**src/rtl/fp16_pkg.sv**
```systemverilog
// Shared types and constants for the FP16 adder feeder.
package fp16_pkg;

  localparam int FP16_W = 16;
  localparam logic [FP16_W-1:0] FP16_QNAN = 16'h7E00;

  typedef enum logic [1:0] {
    ST_IDLE  = 2'd0,
    ST_ISSUE = 2'd1,
    ST_WAIT  = 2'd2
  } feeder_state_t;

endpackage

```
**src/rtl/fp16_pair_fifo.sv**
```systemverilog
// Operand-pair FIFO for the FP16 adder feeder; entries are {a, b}.
module fp16_pair_fifo #(
  parameter int DEPTH = 4,
  parameter int W     = 32
) (
  input  logic                         clk,
  input  logic                         rst_n,
  input  logic                         push,
  input  logic                         pop,
  input  logic [W-1:0]                 wdata,
  output logic [W-1:0]                 rdata,
  output logic                         full,
  output logic                         empty,
  output logic [$clog2(DEPTH+1)-1:0]   count
);

  localparam int PW = $clog2(DEPTH);
  localparam int CW = $clog2(DEPTH+1);

  logic [W-1:0]  mem [DEPTH];
  logic [PW-1:0] wr_ptr;
  logic [PW-1:0] rd_ptr;
  logic          do_push;
  logic          do_pop;

  // full is taken from the registered count, so a pop never frees a slot in the same cycle
  assign full    = (count == CW'(DEPTH));
  assign empty   = (count == '0);
  assign do_push = push & ~full;
  assign do_pop  = pop & ~empty;
  assign rdata   = mem[rd_ptr];

  always_ff @(posedge clk) begin
    if (do_push) mem[wr_ptr] <= wdata;
  end

  always_ff @(posedge clk or negedge rst_n) begin
    if (!rst_n) begin
      wr_ptr <= '0;
      rd_ptr <= '0;
      count  <= '0;
    end else begin
      if (do_push) wr_ptr <= wr_ptr + PW'(1);
      if (do_pop)  rd_ptr <= rd_ptr + PW'(1);
      case ({do_push, do_pop})
        2'b10:   count <= count + CW'(1);
        2'b01:   count <= count - CW'(1);
        default: count <= count;
      endcase
    end
  end

endmodule

```
**src/rtl/fp16_add_feeder.sv**
```systemverilog
// Sequencer feeding one FP16 add at a time to the adder and registering its result.
// Optional WAIT-state abort with qNaN result is enabled by defining FP_FEEDER_TIMEOUT_EN.
//
// state    | meaning
// ST_IDLE  | no op in flight; pops the FIFO head when the output register is free
// ST_ISSUE | fpa_add held high for ADD_HOLD cycles with operands stable
// ST_WAIT  | fpa_add low; first cycle ignores fpa_ready, then captures result on fpa_ready
module fp16_add_feeder
  import fp16_pkg::*;
#(
  parameter int DEPTH    = 4,
  parameter int ADD_HOLD = 10,
  parameter int TIMEOUT  = 256
) (
  input  logic                         clk,
  input  logic                         rst_n,
  input  logic                         in_valid,
  output logic                         in_ready,
  input  logic [FP16_W-1:0]            in_a,
  input  logic [FP16_W-1:0]            in_b,
  output logic                         fpa_add,
  output logic [FP16_W-1:0]            fpa_a,
  output logic [FP16_W-1:0]            fpa_b,
  input  logic [FP16_W-1:0]            fpa_result,
  input  logic                         fpa_ready,
  output logic                         out_valid,
  input  logic                         out_ready,
  output logic [FP16_W-1:0]            out_result,
  output logic                         busy,
  output logic [$clog2(DEPTH+1)-1:0]   pending_count,
  output logic                         timeout_err
);

  localparam int HW = $clog2(ADD_HOLD+1);

  feeder_state_t       state;
  logic [HW-1:0]       hold_cnt;
  logic                guard;
  logic                fifo_full;
  logic                fifo_empty;
  logic                fifo_pop;
  logic [2*FP16_W-1:0] head;

  assign in_ready = ~fifo_full;
  assign busy     = (state != ST_IDLE);
  assign fifo_pop = (state == ST_IDLE) && !fifo_empty && !out_valid;

  fp16_pair_fifo #(
    .DEPTH (DEPTH),
    .W     (2*FP16_W)
  ) u_fifo (
    .clk   (clk),
    .rst_n (rst_n),
    .push  (in_valid),
    .pop   (fifo_pop),
    .wdata ({in_a, in_b}),
    .rdata (head),
    .full  (fifo_full),
    .empty (fifo_empty),
    .count (pending_count)
  );

`ifdef FP_FEEDER_TIMEOUT_EN
  localparam int TW = $clog2(TIMEOUT+1);
  logic [TW-1:0] wait_cnt;
`else
  assign timeout_err = 1'b0;
`endif

  always_ff @(posedge clk or negedge rst_n) begin
    if (!rst_n) begin
      state      <= ST_IDLE;
      fpa_add    <= 1'b0;
      fpa_a      <= '0;
      fpa_b      <= '0;
      hold_cnt   <= '0;
      guard      <= 1'b0;
      out_valid  <= 1'b0;
      out_result <= '0;
`ifdef FP_FEEDER_TIMEOUT_EN
      wait_cnt    <= '0;
      timeout_err <= 1'b0;
`endif
    end else begin
      if (out_valid && out_ready) out_valid <= 1'b0;
      case (state)
        ST_IDLE: begin
          if (fifo_pop) begin
            {fpa_a, fpa_b} <= head;
            fpa_add        <= 1'b1;
            hold_cnt       <= HW'(ADD_HOLD - 1);
            state          <= ST_ISSUE;
          end
        end
        ST_ISSUE: begin
          if (hold_cnt == '0) begin
            fpa_add <= 1'b0;
            guard   <= 1'b1;
            state   <= ST_WAIT;
`ifdef FP_FEEDER_TIMEOUT_EN
            wait_cnt <= TW'(TIMEOUT - 1);
`endif
          end else begin
            hold_cnt <= hold_cnt - HW'(1);
          end
        end
        ST_WAIT: begin
          // guard cycle drops a ready left over from the previous (possibly aborted) op
          guard <= 1'b0;
          if (!guard && fpa_ready) begin
            out_result <= fpa_result;
            out_valid  <= 1'b1;
            state      <= ST_IDLE;
          end
`ifdef FP_FEEDER_TIMEOUT_EN
          else if (wait_cnt == '0) begin
            out_result  <= FP16_QNAN;
            out_valid   <= 1'b1;
            timeout_err <= 1'b1;
            state       <= ST_IDLE;
          end else begin
            wait_cnt <= wait_cnt - TW'(1);
          end
`endif
        end
        default: state <= ST_IDLE;
      endcase
    end
  end

endmodule

```
**config.mk**
```make
export PLATFORM = sky130hd
export DESIGN_NAME = fp16_add_feeder
export DESIGN_NICKNAME = d
export VERILOG_FILES = /design/src/rtl/fp16_pkg.sv /design/src/rtl/fp16_pair_fifo.sv /design/src/rtl/fp16_add_feeder.sv
export SDC_FILE = /design/constraint.sdc
export NUM_CORES = 1
export LEC_CHECK = 0
export ABC_AREA = 1
export CAP_MARGIN = 20
export CORE_AREA = 2 2 145 147
export DETAILED_ROUTE_END_ITERATION = 12
export DIE_AREA = 0 0 147 149
export DONT_BUFFER_PORTS = 1
export PLACE_DENSITY = 0.6
export SETUP_SLACK_MARGIN = 0.05
export SLEW_MARGIN = 30
export SYNTH_ARGS = -nofsm -noshare
export SYNTH_HDL_FRONTEND = slang
export SYNTH_HIERARCHICAL = 1
export SYNTH_SLANG_ARGS = --single-unit
```
**constraint.sdc**
```tcl
create_clock -name clk -period 2.4 [get_ports clk]
set_input_delay 0.48 -clock clk [delete_from_list [all_inputs] [get_ports clk]]
set_output_delay 0.48 -clock clk [all_outputs]
set_load 0.05 [all_outputs]
```
==> results.json <==
{
  "drive_above_1_share_pct": 10.4,
  "holdWs_ns": 0.141,
  "ant_nets": 0,
  "p_leak_nw": 3.83,
  "core.rowCount": 53,
  "synth_area_leaders": "edfxtp_1 (48%), dfrtp_1 (20%), nand2_1 (11%)",
  "seq_area_frac_synth_pct": 68.3,
  "ios": 109,
  "wl_per_cell_um": 14.9,
  "synth_edf_count": 128,
  "synthMuxAreaShare_pct": 0,
  "place.gp.congestion": 0.675,
  "drtIter0Drc": 180,
  "tightest_slew_ns": 0.640,
  "ys_seq_elements": 192,
  "via_per_inst": 4.62,
  "fin_crit_ns": 2.05,
  "route.detailed.drc": 0,
  "cts-root-buf": "clkbuf_16",
  "worstPathArrival_ns": 1.57,
  "max_freq_mhz": 489,
  "period_share_pct": 85.2,
  "synth-simple-area-share_pct": 13.1,
  "hold_class": "in2reg",
  "worstPathMaxFanout": 4,
  "pwr-share-seq_pct": 50.9,
  "area_growth_pct": 11.1,
  "syn-mean-instance-area_um2": 11.5,
  "synth-compound-area-share_pct": 7.93,
  "cp.required_ns": 1.92,
  "final_hold_viol_count": 0,
  "clock_skew_ns": 0.0119,
  "synthArstFlopShare_pct": 33.3,
  "grt_pass1_vias": 4387,
  "clock_latency_ns": 0.43,
  "nets": 762,
  "die_x_um": 147,
  "synth_cells": 695,
  "cts-htree-levels": 4,
  "grt_pass1_wl_mm": 23.3,
  "grt_use_total_pct": 13.9,
  "yosysWarnings": 6,
  "setup_viol": 0,
  "synth_top_family_by_area": "simple AND/OR/NAND/NOR gates",
  "core_um2": 20600,
  "netlist_area_um2": 7970,
  "clk_pin_slew_worst_paths_ns": 0.07,
  "vdd_drop_max_v": 0.000788,
  "ff_latch_area_um2": 5450,
  "tns_ns": 0,
  "drv_cap": 0,
  "ys_types": 25,
  "rsz0062_at_grt": "false",
  "synth_fa_ha_area_share_pct": 1.35,
  "io_buffer_count": 0,
  "clock_path_buffers": 2,
  "n_antenna_cell": 0,
  "critPathLaunchType": "flip-flop",
  "antenna_found_initial": 0,
  "power.internal_mw": 7.20,
  "clockPowerShare_pct": 21.9,
  "grt_max_degree": 65,
  "reg2reg_slack_ns": 0.38,
  "syn-num-nets": 756,
  "relSlewSlack_pct": 57.1,
  "design.die.area_um2": 21900,
  "outcome": "finished, final reports clean",
  "p_per_area_nw_per_um2": 1420,
  "fillCellCount": 1941,
  "dr.pass1.iters": 4,
  "synth_xor_area_share_pct": 0.220,
  "num_vias": 4573,
  "overflow": 0,
  "dp_hpwl_mm": 8.83,
  "slew_viol_final": 0,
  "wl_mm": 14.7,
  "cts_tree": "yes",
  "start_util_pct": 38.8,
  "end_kind": "output pin",
  "yosysMostFrequentCell": "nand2_1",
  "yosysTopAreaCell": "edfxtp_1",
  "die_h_um": 149,
  "power.net_switching_mw": 5.36,
  "swShare_pct": 42.7,
  "multi_input_area_um2": 1830,
  "path_class": "reg2out",
  "cts_buffers": 17,
  "synth_common_cells": "nand2_1 (237), edfxtp_1 (128), inv_1 (108)",
  "p_comb_share_pct": 27.3,
  "synthFlopType": "edfxtp_1",
  "cts_sinks": 192,
  "synth_top_cell_area_share_pct": 48.2
}
worst max-delay path: stages (launching register included):
cell,delay (ns)
dfrtp_2,0.40
buf_4,0.19
nand3_1,0.16
inv_1,0.06
inv_1,0.32
sequential cells by signal, summed over array words and instances, names as in the netlist:
signal         count
out_valid          1
u_fifo/rd_ptr      2
out_result        16
fpa_b             16
hold_cnt           4
u_fifo/mem       128
u_fifo/wr_ptr      2
fpa_a             16
fpa_add            1
state              2
u_fifo/count       3
guard              1
stage by stage:
stage               utilization (%)  instances  setup slack [ns]  power [mW]  instance area [µm²]
finish                         43.1        989             0.354        12.6                 8850
global route                   43.1        989             0.137        13.4                 8850
CTS                            43.1        989             0.313        12.7                 8850
detailed placement             40.1        955             0.390        9.94                 8250
global placement               40.1        955             0.441        9.85                 8250
floorplan                         -        695            0.0622        9.19                 7980
metal layers:
metal | vias to the layer above | wire length [µm] | GRT usage [%]
met5 | - | 0 | 0
met4 | 0 | 150 | 4.23
met3 | 11 | 947 | 4.80
met2 | 121 | 7160 | 23.8
met1 | 2157 | 6480 | 16.7
li1 | 2284 | - | -
kinds of logic (layout without fill, tap and decap cells):
kind of cell,after synthesis,in the layout
AND/OR/NAND/NOR,264,264
AO/OA/AOI/OAI,86,86
buffers and inverters,142,161
other,1,1
adder cells (fa/ha/maj),8,8
flip-flops,192,192
XOR/XNOR,2,2
power groups by stage:
stage / Combinational [mW] / Clock (mW) / Sequential (mW)
final: 3.42 / 2.74 / 6.39
after floorplan: 2.74 / 0 / 6.45
after detailed placement: 3.47 / 0 / 6.47
after CTS: 3.51 / 2.82 / 6.40
after global routing: 3.92 / 2.95 / 6.49
after global placement: 3.39 / 0 / 6.46
placed cells by master (no fill, tap or decap), types with 5 or more instances in the layout:
| cell | n |
|---|---|
| nand2_1 | 237 |
| edfxtp_1 | 128 |
| inv_1 | 107 |
| o211ai_1 | 64 |
| dfrtp_1 | 60 |
| clkbuf_16 | 17 |
| nand3_1 | 12 |
| o21ai_2 | 11 |
| buf_4 | 11 |
| ha_1 | 7 |
| o21ai_1 | 6 |
| buf_12 | 6 |
| nor2_4 | 5 |
| o21ai_0 | 5 |
final cells by class:
type | count | share of cell area [%]
well taps | 275 | 3.89
clock inverters | 12 | 1.53
inverters | 110 | 4.69
flip-flops and latches | 192 | 61.6
clock buffers | 20 | 4.93
repair buffers | 19 | 2.71
multi-input cells | 361 | 20.7
final timing paths:
check,start,to,cells past startpoint
worst max-delay path,u_fifo/count[2]$_DFFE_PN0P_,in_ready,4
worst min-delay path,in_b[14],u_fifo/mem[3][14]$_DFFE_PP_,0
worst max register to register,u_fifo/count[1]$_DFFE_PN0P_,u_fifo/count[2]$_DFFE_PN0P_,15
worst min register to register,u_fifo/wr_ptr[0]$_DFFE_PN0P_,u_fifo/wr_ptr[0]$_DFFE_PN0P_,2
max in group asynchronous,rst_n,fpa_a[3]$_DFFE_PN0P_,2
min in group asynchronous,rst_n,fpa_a[12]$_DFFE_PN0P_,2
what timing repair did:
| action | in CTS | in global routing |
|---|---|---|
| buffers inserted | 0 | 0 |
| hold buffers | 2 | 0 |
| resized for setup | 0 | 0 |
| hold endpoints to repair | 64 | 0 |
| setup endpoints to repair | 0 | 0 |
No activity file was read; power rests on OpenSTA's default activity.
